$ cat src/rtl/mem_writeback_pkg.sv
// Opcode and state encodings for the memory/writeback stage, kept here so that
// the decode and execute stages can share them.
package mem_writeback_pkg;

    localparam logic [4:0] OP_ADD = 5'b00000;
    localparam logic [4:0] OP_SUB = 5'b00001;
    localparam logic [4:0] OP_MOV = 5'b00010;
    localparam logic [4:0] OP_MVI = 5'b00011;
    localparam logic [4:0] OP_STA = 5'b00100;
    localparam logic [4:0] OP_LDA = 5'b00101;
    localparam logic [4:0] OP_JZ  = 5'b00110;
    localparam logic [4:0] OP_JMP = 5'b00111;
    localparam logic [4:0] OP_IN  = 5'b01000;
    localparam logic [4:0] OP_OUT = 5'b01001;

    localparam logic [1:0] ST_IDLE   = 2'd0;
    localparam logic [1:0] ST_MEM    = 2'd1;
    localparam logic [1:0] ST_INWAIT = 2'd2;
    localparam logic [1:0] ST_WB     = 2'd3;

    // State entered from IDLE when an instruction with this opcode is accepted.
    function automatic logic [1:0] first_state(input logic [4:0] op);
        if (op == OP_STA || op == OP_LDA) begin
            return ST_MEM;
        end else if (op == OP_IN) begin
            return ST_INWAIT;
        end
        return ST_WB;
    endfunction

    function automatic logic writes_alu_result(input logic [4:0] op);
        return (op == OP_ADD) || (op == OP_SUB) || (op == OP_MOV) || (op == OP_MVI);
    endfunction

endpackage

$ cat src/rtl/mem_writeback.sv
// Memory-access / writeback stage: accepts one instruction from execute, performs
// an optional memory or input-port wait, then issues a single-cycle writeback.
module mem_writeback
    import mem_writeback_pkg::*;
(
    input  logic        clk,
    input  logic        rst,
    input  logic        start,
    input  logic [15:0] IR,
    input  logic [7:0]  ALUOUT,
    input  logic [15:0] Addr,
    output logic        mem_req,
    output logic        mem_we,
    output logic [15:0] mem_addr,
    output logic [7:0]  mem_wdata,
    input  logic [7:0]  mem_rdata,
    input  logic        mem_ack,
    input  logic [7:0]  in_data,
    input  logic        in_valid,
    output logic        rf_we,
    output logic [2:0]  rf_waddr,
    output logic [7:0]  rf_wdata,
    output logic        pc_load,
    output logic [15:0] pc_target,
    output logic [7:0]  out_data,
    output logic        out_valid,
    output logic        busy,
    output logic        done
);

    logic [1:0]  state_q, state_d;
    logic [4:0]  op_q, op_d;
    logic [2:0]  rd_q, rd_d;
    logic [7:0]  alu_q, alu_d;
    logic [15:0] addr_q, addr_d;
    logic [7:0]  cap_q, cap_d;
    logic [7:0]  out_data_q, out_data_d;

    logic in_wb;

    always_ff @(posedge clk or posedge rst) begin
        if (rst) begin
            state_q    <= ST_IDLE;
            op_q       <= '0;
            rd_q       <= '0;
            alu_q      <= '0;
            addr_q     <= '0;
            cap_q      <= '0;
            out_data_q <= '0;
        end else begin
            state_q    <= state_d;
            op_q       <= op_d;
            rd_q       <= rd_d;
            alu_q      <= alu_d;
            addr_q     <= addr_d;
            cap_q      <= cap_d;
            out_data_q <= out_data_d;
        end
    end

    always_comb begin
        state_d    = state_q;
        op_d       = op_q;
        rd_d       = rd_q;
        alu_d      = alu_q;
        addr_d     = addr_q;
        cap_d      = cap_q;
        out_data_d = out_data_q;
        case (state_q)
            ST_IDLE: begin
                if (start) begin
                    op_d    = IR[15:11];
                    rd_d    = IR[10:8];
                    alu_d   = ALUOUT;
                    addr_d  = Addr;
                    state_d = first_state(IR[15:11]);
                end
            end
            ST_MEM: begin
                if (mem_ack) begin
                    if (op_q == OP_LDA) begin
                        cap_d = mem_rdata;
                    end
                    state_d = ST_WB;
                end
            end
            ST_INWAIT: begin
                if (in_valid) begin
                    cap_d   = in_data;
                    state_d = ST_WB;
                end
            end
            ST_WB: begin
                if (op_q == OP_OUT) begin
                    out_data_d = alu_q;
                end
                state_d = ST_IDLE;
            end
            default: state_d = ST_IDLE;
        endcase
    end

    // All outputs decode from registered state, so async reset zeroes them at once.
    assign in_wb     = (state_q == ST_WB);
    assign busy      = (state_q != ST_IDLE);
    assign done      = in_wb;

    assign mem_req   = (state_q == ST_MEM);
    assign mem_we    = mem_req && (op_q == OP_STA);
    assign mem_addr  = mem_req ? addr_q : 16'h0000;
    assign mem_wdata = mem_we ? alu_q : 8'h00;

    always_comb begin
        rf_we    = 1'b0;
        rf_waddr = 3'd0;
        rf_wdata = 8'h00;
        if (in_wb) begin
            if (writes_alu_result(op_q)) begin
                rf_we    = 1'b1;
                rf_waddr = rd_q;
                rf_wdata = alu_q;
            end else if (op_q == OP_LDA || op_q == OP_IN) begin
                rf_we    = 1'b1;
                rf_waddr = rd_q;
                rf_wdata = cap_q;
            end
        end
    end

    assign pc_load   = in_wb && ((op_q == OP_JMP) || (op_q == OP_JZ && alu_q == 8'h00));
    assign pc_target = pc_load ? addr_q : 16'h0000;

    // out_data shows the new value during the out_valid cycle, then holds it.
    assign out_valid = in_wb && (op_q == OP_OUT);
    assign out_data  = out_valid ? alu_q : out_data_q;

endmodule

$ cat config.mk
export PLATFORM = sky130hd
export DESIGN_NAME = mem_writeback
export DESIGN_NICKNAME = d
export VERILOG_FILES = /design/src/rtl/mem_writeback_pkg.sv /design/src/rtl/mem_writeback.sv
export SDC_FILE = /design/constraint.sdc
export NUM_CORES = 1
export LEC_CHECK = 0
export ABC_AREA = 1
export CAP_MARGIN = 5
export CORE_UTILIZATION = 39
export CTS_CLUSTER_DIAMETER = 150
export DETAILED_ROUTE_END_ITERATION = 10
export MAX_ROUTING_LAYER = met4
export PLACE_DENSITY = 0.76
export SYNTH_ARGS = -nofsm -noshare
export SYNTH_HDL_FRONTEND = slang
export SYNTH_SLANG_ARGS = --single-unit
export TNS_END_PERCENT = 20
$ cat constraint.sdc
create_clock -name clk -period 2.4 [get_ports clk]
set_input_delay 0.48 -clock clk [delete_from_list [all_inputs] [get_ports clk]]
set_output_delay 0.48 -clock clk [all_outputs]
set_load 0.02 [all_outputs]
=== Yosys cells after proc, flatten, opt, wreduce, memory -nomap -nowiden ===
Index checks and enable logic that the tools add are counted.

* Bits in registers: 50

* Equality and inequality tests: 19
* Reductions and logical operators: 19
* Multiplexer cells: 28

{| class="wikitable"
|+ Operators by type and width
! cell !! number
|-
| $mux W8 || 8
|-
| $mux W16 || 2
|-
| $eq A5 B3 Y1 const B || 6
|-
| $pmux W8 S2 || 1
|-
| $eq A5 B4 Y1 const B || 3
|-
| $mux W2 || 6
|-
| $eq A5 B2 Y1 const B || 2
|-
| $mux W3 || 3
|-
| $logic_not A8 Y1 || 1
|-
| $pmux W2 S4 || 1
|-
| $mux W1 || 7
|-
| $logic_or A1 B1 Y1 || 6
|-
| $eq A5 B1 Y1 const B || 1
|-
| $logic_not A5 Y1 || 1
|-
| $eq A2 B2 Y1 const B || 2
|-
| $logic_and A1 B1 Y1 || 4
|-
| $ne A2 B1 Y1 const B || 2
|-
| $ne A2 B2 Y1 const B || 2
|-
| $reduce_and A2 Y1 || 2
|-
| $reduce_and A4 Y1 || 1
|-
| $reduce_bool A2 Y1 || 2
|-
| $reduce_and A3 Y1 || 1
|-
| $eq A2 B1 Y1 const B || 1
|-
| $logic_not A2 Y1 || 1
|}

=== Depth between registers and ports, before layout ===
* Depth in word-level cells: 8
* Mapped depth: 9
* Gate-level depth less buffers: 8

=== Least setup slack after synthesis ===
Ideal clock, no wire load.

* Path type: register to output
* Start: register state_q[1]
* End: output port mem_wdata[0]
* Stages on the path, launching flop included: 6
* Slack: 406 ps
* Arrival: 1514 ps
* Cell sequence: dfrtp_1 > inv_1 > ha_1 > buf_4 > nand4_2 > nor2_1

* Word-level cells in the longest chain between the ends: 3

{| class="wikitable"
|+ Ends and longest elaborated chain
! item !! line !! source
|-
| start, declared || mem_writeback.sv:31 || <nowiki>logic [1:0] state_q, state_d;</nowiki>
|-
| start signal, assigned || mem_writeback.sv:51 || <nowiki>state_q <= state_d;</nowiki>
|-
| $eq A2 B1 Y1 || mem_writeback.sv:108 || <nowiki>assign mem_req = (state_q == ST_MEM);</nowiki>
|-
| named net mem_req || mem_writeback.sv:12 || <nowiki>output logic mem_req,</nowiki>
|-
| $logic_and A1 B1 Y1 || mem_writeback.sv:109 || <nowiki>assign mem_we = mem_req && (op_q == OP_STA);</nowiki>
|-
| $mux W8 || mem_writeback.sv:111 || <nowiki>assign mem_wdata = mem_we ? alu_q : 8'h00;</nowiki>
|-
| end, declared || mem_writeback.sv:15 || <nowiki>output logic [7:0] mem_wdata,</nowiki>
|}

The timed path passes the listed nets, and every way through them passes these cells.

=== Final worst setup path ===
* Start: register state_q[1]
* End: output port pc_target[5]

* Word-level cells in the longest chain between the ends: 3

{| class="wikitable"
|+ Ends and longest elaborated chain
! item !! line !! source
|-
| $eq A2 B2 Y1 || mem_writeback.sv:104 || <nowiki>assign in_wb = (state_q == ST_WB);</nowiki>
|-
| $logic_and A1 B1 Y1 || mem_writeback.sv:130 || <nowiki>assign pc_load = in_wb && ((op_q == OP_JMP) || (op_q == OP_JZ && alu_q == 8'h00));</nowiki>
|-
| $mux W16 || mem_writeback.sv:131 || <nowiki>assign pc_target = pc_load ? addr_q : 16'h0000;</nowiki>
|-
| end, declared || mem_writeback.sv:24 || <nowiki>output logic [15:0] pc_target,</nowiki>
|}

Every way passes these cells.

==> results.txt <==
Across all hold checks on the routed design, the worst slack comes to 0.4799 ns. The cell depth of the worst flop-to-flop path is 8. The CTS H-tree depth came out at 2. The worst clock skew came out at roughly 0.0045 ns. The CTS tree is built. The number of global-route vias before repair is roughly 2,500.

The destination of the worst hold path is out_data_q[1]. The areal power density over the cells is 1019 nW/um2. After technology mapping, the gate count stands at ~380.

The root buffer selected by CTS is clkbuf_8. The part of the Yosys area used for sequential elements is between 40% and 50%. The post-route DRC violation count is 0.

The final-layout fill cell count is 674. The initial standard-cell utilization of the core came out at about two fifths. The post-detailed-placement cell area is between 4000 and 5000 um2. The net load switching power is 1.902 mW. The total number of nets in the final design is between 500 and 600.

The number of flip-flops and latches in the synthesized netlist came out at 50. Entering global routing, the biggest net connects between 50 and 60 pins. Once placement completed, the tool counted placed cells totaling 592.

During synthesis, Yosys emitted a total of 0 warnings. Hold repair after CTS inserted 0 buffers. Once routing completed, OpenROAD measured the worst setup slack at ~0.035 ns. At the worst endpoint, the required time is around 1.9 ns.

The total leakage power came out at 2.434 nW. The tree built by TritonCTS fans out to 50 sinks. After synthesis, the netlist uses 23 different library cells. The arrival time of the worst setup path came out at around 1.9 ns. The post-CTS setup repair buffer count came out at 0. The diode insertion count for antenna repair is 0.

The final-report setup violation count came out at 0. The fraction of power spent switching nets came out at a little under half. In this run, the clock network consumes around an eighth of the power. When the netlist entered floorplanning its net count stood at around 450. The share of total power dissipated in combinational logic is about 55%. The startpoint of the tightest hold check path is out_data_q[1]. The number of instances on the worst hold path came out at 2. The worst-case clock buffer depth is 2.

The setup path with the least slack is of type reg2out. The height of the die came out at around 87 um. The final clock period utilization by the worst path is a little over nine tenths. In this run the critical register-to-register path is launched from state_q[0]. On the critical path, the stage with the largest delay is an instance of dfrtp_1. The endpoint of the lowest-slack register-to-register path is cap_q[3].

Measured on the finished design, the core utilization comes to slightly below 60%. The detailed router's first-iteration violation count came out at roughly 150. The worst-margin pin slew came out at roughly 0.64 ns. STA classifies the critical path endpoint as a primary output. The number of top-level pins came out at roughly 130. The worst-case setup slack after placement came out at -0.01339 ns. The final count of hold timing violations is 0.

The largest fanout on the critical path came out at 17. Once detailed placement completed, the half-perimeter wirelength came to around 5500 um. The shortest period the worst path allows came out at about 2.4 ns.

In the routed layout, each cell is associated on average with a via count of approximately 4.4. Averaged over all synthesized cells, the footprint is between 7 and 8 um2. The width of the die is between 80 and 90 um. The wire length of the first global-routing pass came out at ~12,000 um. The largest incremental delay on the critical path came out at 0.38 ns. The total track usage is approximately a fifth. The routability-driven placement congestion ratio is between 0.7 and 0.8.

The critical path goes through ha_1 > inv_1 > nor2_2 > nand2_2 > nor2_4 > nand2_8 > nor2_1 > clkdlybuf4s15_2. Row generation in the floorplan step produced 30 rows. In the final layout, the multi-input gates occupy ~1200 um2. The netlist area before placement came out at between 2000 and 3000 um2. The initial antenna violation count is 0. The count of vias placed by the detailed router came out at 2,657.

Setup repair after global routing could not meet its margin everywhere. Summing all non-filler instances in the final layout gives an area of a little over 4000 um2. The maximum achievable frequency is 422.8 MHz. The worst-case register-to-register setup slack came out at about 0.70 ns. The total of max-cap violations is 0. The clock latency on the worst-skew pair is ~0.30 ns. The worst min-delay path class is reg2reg. The final layout contains routed wiring with a total length of ~7000 um. After the flow finishes, the layout carries non-filler instances totaling 600. The number of buffers added on ports came out at roughly 120. The max-slew violation count came to 0. The die covers around 7600 um2. The layout overhead on the synthesized area came out at 44.94%. The worst-case headroom to the max-slew limit is between 50 and 60%. The critical path launch point type is a flop. The fraction of layout cells with a size suffix above 1 is roughly 18%.

The placeable core region came out at about 6900 um2. The sequential cells in the finished layout cover a total of ~1300 um2. The total CTS buffers is 5. The sequential cell fraction of total power is between 30% and 40%. For this run the aggregate overflow at the end of global routing stands at 0. The worst-case IR drop observed on VDD is roughly 0.60 mV. The clock slew seen by the registers of the worst setup and hold paths came out at approximately 0.090 ns.

The design internal power came out at about 2.3 mW. The flow ran to the end, and the final reports show no timing, DRC or antenna violations. After detailed routing, the average wire length per cell comes to between 10 and 15 um. The number of detailed-route iterations in the first pass is 4.

Once detail routing completed, the nets flagged for antenna violations numbered 0.
==> registers in the layout, indices dropped and copies added (netlist names) <==
| signal | cells |
|---|---|
| addr_q | 16 |
| cap_q | 8 |
| state_q | 2 |
| out_data_q | 8 |
| alu_q | 8 |
| rd_q | 3 |
| op_q | 5 |
==> through the flow <==
| stage | power, mW | TNS [ns] |
|---|---|---|
| after floorplan | 2.918 | 0 |
| after global placement | 3.745 | 0 |
| after detailed placement | 3.804 | -0.01339 |
| after CTS | 4.254 | -0.7488 |
| after global routing | 4.560 | -0.2267 |
| final | 4.197 | 0 |
==> layout make-up <==
| class | count | share of cell area [%] |
|---|---|---|
| Inverter | 79 | 7.197 |
| Sequential cell | 50 | 30.40 |
| Timing Repair Buffer | 129 | 27.48 |
| Tap cell | 96 | 2.915 |
| Clock buffer | 7 | 2.095 |
| Multi-Input combinational cell | 238 | 29.79 |
| Clock inverter | 1 | 0.1215 |
==> logic make-up (layout without fill, tap and decap cells) <==
family / after synthesis / in the layout / share of synthesized area, %
buf+inv: 93 / 216 / 13.78
flops: 50 / 50 / 44.01
compound gates: 60 / 60 / 11.93
simple gates: 173 / 173 / 28.08
fa+ha+maj: 5 / 5 / 2.201
==> worst max path at each step <==
stage                     slack, ns  cells past startpoint        from      endpoint
after global placement         0.04                      8  state_q[1]  pc_target[3]
after detailed placement      -0.01                      8  state_q[1]  pc_target[5]
after floorplan                0.41                      5  state_q[1]  mem_wdata[0]
after global routing          -0.12                      8  state_q[1]  pc_target[5]
after CTS                     -0.12                      6  state_q[1]  mem_addr[10]
final                          0.03                      8  state_q[1]  pc_target[5]
==> power groups by stage <==
| stage | logic (mW) | clock network (mW) | registers [mW] |
|---|---|---|---|
| CTS | 2.33 | 0.514 | 1.41 |
| global route | 2.56 | 0.547 | 1.45 |
| global placement | 2.34 | 0 | 1.40 |
| detailed placement | 2.38 | 0 | 1.42 |
| floorplan | 1.55 | 0 | 1.37 |
| finish | 2.29 | 0.501 | 1.41 |
==> layer usage <==
layer  global-route usage (%)  up-vias  part of all wire (%)
met5                        -        -                     0
li1                         -     1383                     -
met1                    26.26     1200                    46
met4                    6.706        0                   1.6
met2                    32.24       64                    48
met3                    2.370       10                   4.0
==> worst max-delay path: cells and delay by family (launching register included) <==
family | cells | cell delay [ns]
adder cells (fa/ha/maj) | 1 | 0.17
buffers and inverters | 2 | 0.34
AND/OR/NAND/NOR | 5 | 0.68
flip-flops | 1 | 0.38
==> cells in the mapped netlist, drive strengths merged <==
| cell | count | share of area (%) |
|---|---|---|
| o21ai | 28 | 6.1 |
| dfrtp | 50 | 44 |
| nor2 | 82 | 14 |
| nand4 | 1 | 0.44 |
| a21oi | 30 | 5.3 |
| nand3 | 14 | 2.6 |
| nand2 | 76 | 11 |
| clkbuf | 4 | 0.53 |
| a21boi | 2 | 0.53 |
| ha | 5 | 2.2 |
| inv | 79 | 10 |
| buf | 10 | 2.8 |
==> cell usage in the layout (no fill, tap or decap) <==
cell type,count
nand2_8,1
buf_2,1
nand2_1,68
nand3_1,13
clkdlybuf4s15_2,1
clkbuf_1,1
clkinv_2,1
nand2_2,7
o21ai_1,3
buf_6,1
buf_12,1
ha_2,1
nand4_4,1
nor2_2,7
inv_1,75
clkbuf_8,6
a21oi_1,30
nor2_4,11
nand3_2,1
buf_4,9
inv_2,4
dfrtp_1,49
ha_1,4
nor2_1,64
clkdlybuf4s50_1,54
o21ai_0,16
clkdlybuf4s15_1,4
clkbuf_2,27
dlymetal6s2s_1,8
dlygate4sd2_1,23
a21boi_0,2
dfrtp_2,1
o21ai_2,9
==> timing repair <==
item / in CTS / in global routing
setup endpoints to repair: 63 / 42
pin swaps: 1 / 0
gates resized for setup: 76 / 58
gates cloned: 0 / 0
Note: power is estimated with default switching activity, not from simulation.
==> edit, RTL diff (config.mk and constraints unchanged) <==
Take the reset off `op_q`, `addr_q` and `out_data_q` and load them in a clocked block of their own.
--- a/src/rtl/mem_writeback.sv
+++ b/src/rtl/mem_writeback.sv
@@ -43,17 +43,17 @@
             state_q    <= ST_IDLE;
-            op_q       <= '0;
             rd_q       <= '0;
             alu_q      <= '0;
-            addr_q     <= '0;
             cap_q      <= '0;
-            out_data_q <= '0;
         end else begin
             state_q    <= state_d;
-            op_q       <= op_d;
             rd_q       <= rd_d;
             alu_q      <= alu_d;
-            addr_q     <= addr_d;
             cap_q      <= cap_d;
-            out_data_q <= out_data_d;
         end
+    end
+
+    always_ff @(posedge clk) begin
+        op_q       <= op_d;
+        addr_q     <= addr_d;
+        out_data_q <= out_data_d;
     end
Formal check against the unedited RTL: differs if rst is asserted again (counterexample within 4 cycles, from zero or initial values and one cycle with rst high); with rst held inactive, the same outputs for 10 cycles.
==> edit against the original RTL <==
  * Design area fell by 3.0%
  * First-iteration DRC count decreased by 21%
  * Sequential cell count unchanged
  * Highest routed layer unchanged
  * Non-clock buffer count increased by 3
  * Sequential power decreased by 7%
  * Utilization increased by 1.5 points
  * Power is 20% lower
  * Setup slack better by 0.073 ns
  * Register-to-register slack lost 0.18 ns
  * Largest power group unchanged
  * Combinational power is 30% lower
  * Routed wire length fell by 7.5%
  * Area after synthesis shrank 5.1%
==> edit: results (changes against the original RTL) <==
Status = complete, no violations
Delay of the slowest critical-path stage = 0.40 ns (+0.02 ns)
R2r worst-path depth = 7 (-1)
Multi-input logic area = 984.7 um2 (-20%)
Placer congestion estimate = 0.7461 (-2.5%)
Sw Pwr = 1.383 mW (-27%)
Top post-synthesis cells by area = edfxtp_1, dfrtp_1, nand2_1
Met1 Usage GRT = 0.2273 (-0.03526)
Arr. time, crit path = 1.81 ns (-0.08 ns)
Pleak = 2.148 nW (-12%)
Via density = 4.530 (+2.3%)
Post-DR wirelength/cell = 12.24 um (+2.8%)
FFs w/ async S/R, synth = 0.4200 (-0.5800)
P&R area growth vs syn = 48.08%
Proportion of layout cells with a drive suffix above 1 = 0.1728 (-0.005785)
DP HPWL = 5065 um (-7.2%)
Skew final = 0.003597 ns (-0.0008891 ns)
GR Util All Layers = 0.1882 (-0.01217)
Reg2reg end = cap_q[4]
Post_cts resized = 83 (+9.2%)
R2r setup slk = 0.52 ns (-0.18 ns)
P_seq = 1.31 mW (-7%)
Worst-path fanout max = 9 (-8)
Sequential share of the synthesized area = 0.5174 (+0.07724)
Worst vdd ir = 0.0006160 V (+2.3%)
Met2 usage = 0.3182 (-0.004261)
Starting DRT DRC Count = 118 (-21%)
Final #Nets = 528 (-7.2%)
Worst slew pin tran = 0.7735 ns (+0.1377 ns)
Clk power = 0.462 mW (-7.8%)
Plain + repair buffers = 132 (+2.3%)
Min Hold Slack = 0.4761 ns (-0.003794 ns)
Vias in the first global route = 2,271 (-9.6%)
[edit: changes by cell type after synthesis, sizes merged]
cell | before | now
nand4 | 1 | 2
nor2 | 82 | 51
o21bai | 0 | 1
nand2 | 76 | 82
o21ai | 28 | 35
buf | 10 | 6
a21oi | 30 | 0
nand3b | 0 | 1
dfrtp | 50 | 21
inv | 79 | 78
edfxtp | 0 | 29
[edit: worst max-delay path by stage]
stage | cells after the start | slack, ns | to | startpoint
after global routing | 6 | -0.006 | rf_wdata[5] | op_q[3]
after CTS | 7 | -0.002 | pc_target[15] | state_q[0]
after floorplan | 5 | 0.32 | mem_wdata[0] | state_q[1]
after detailed placement | 7 | -0.01 | pc_target[15] | state_q[0]
final | 6 | 0.11 | mem_wdata[2] | state_q[1]
after global placement | 7 | 0.06 | pc_target[4] | state_q[0]
[edit: cell families after synthesis]
family	after synthesis	synth area share
DFF	50	0.5174
and+or+nand+nor	150	0.2355
adders and majority gates	5	0.02318
buffers and inverters	88	0.1354
AOI/OAI and AO/OA	38	0.08855
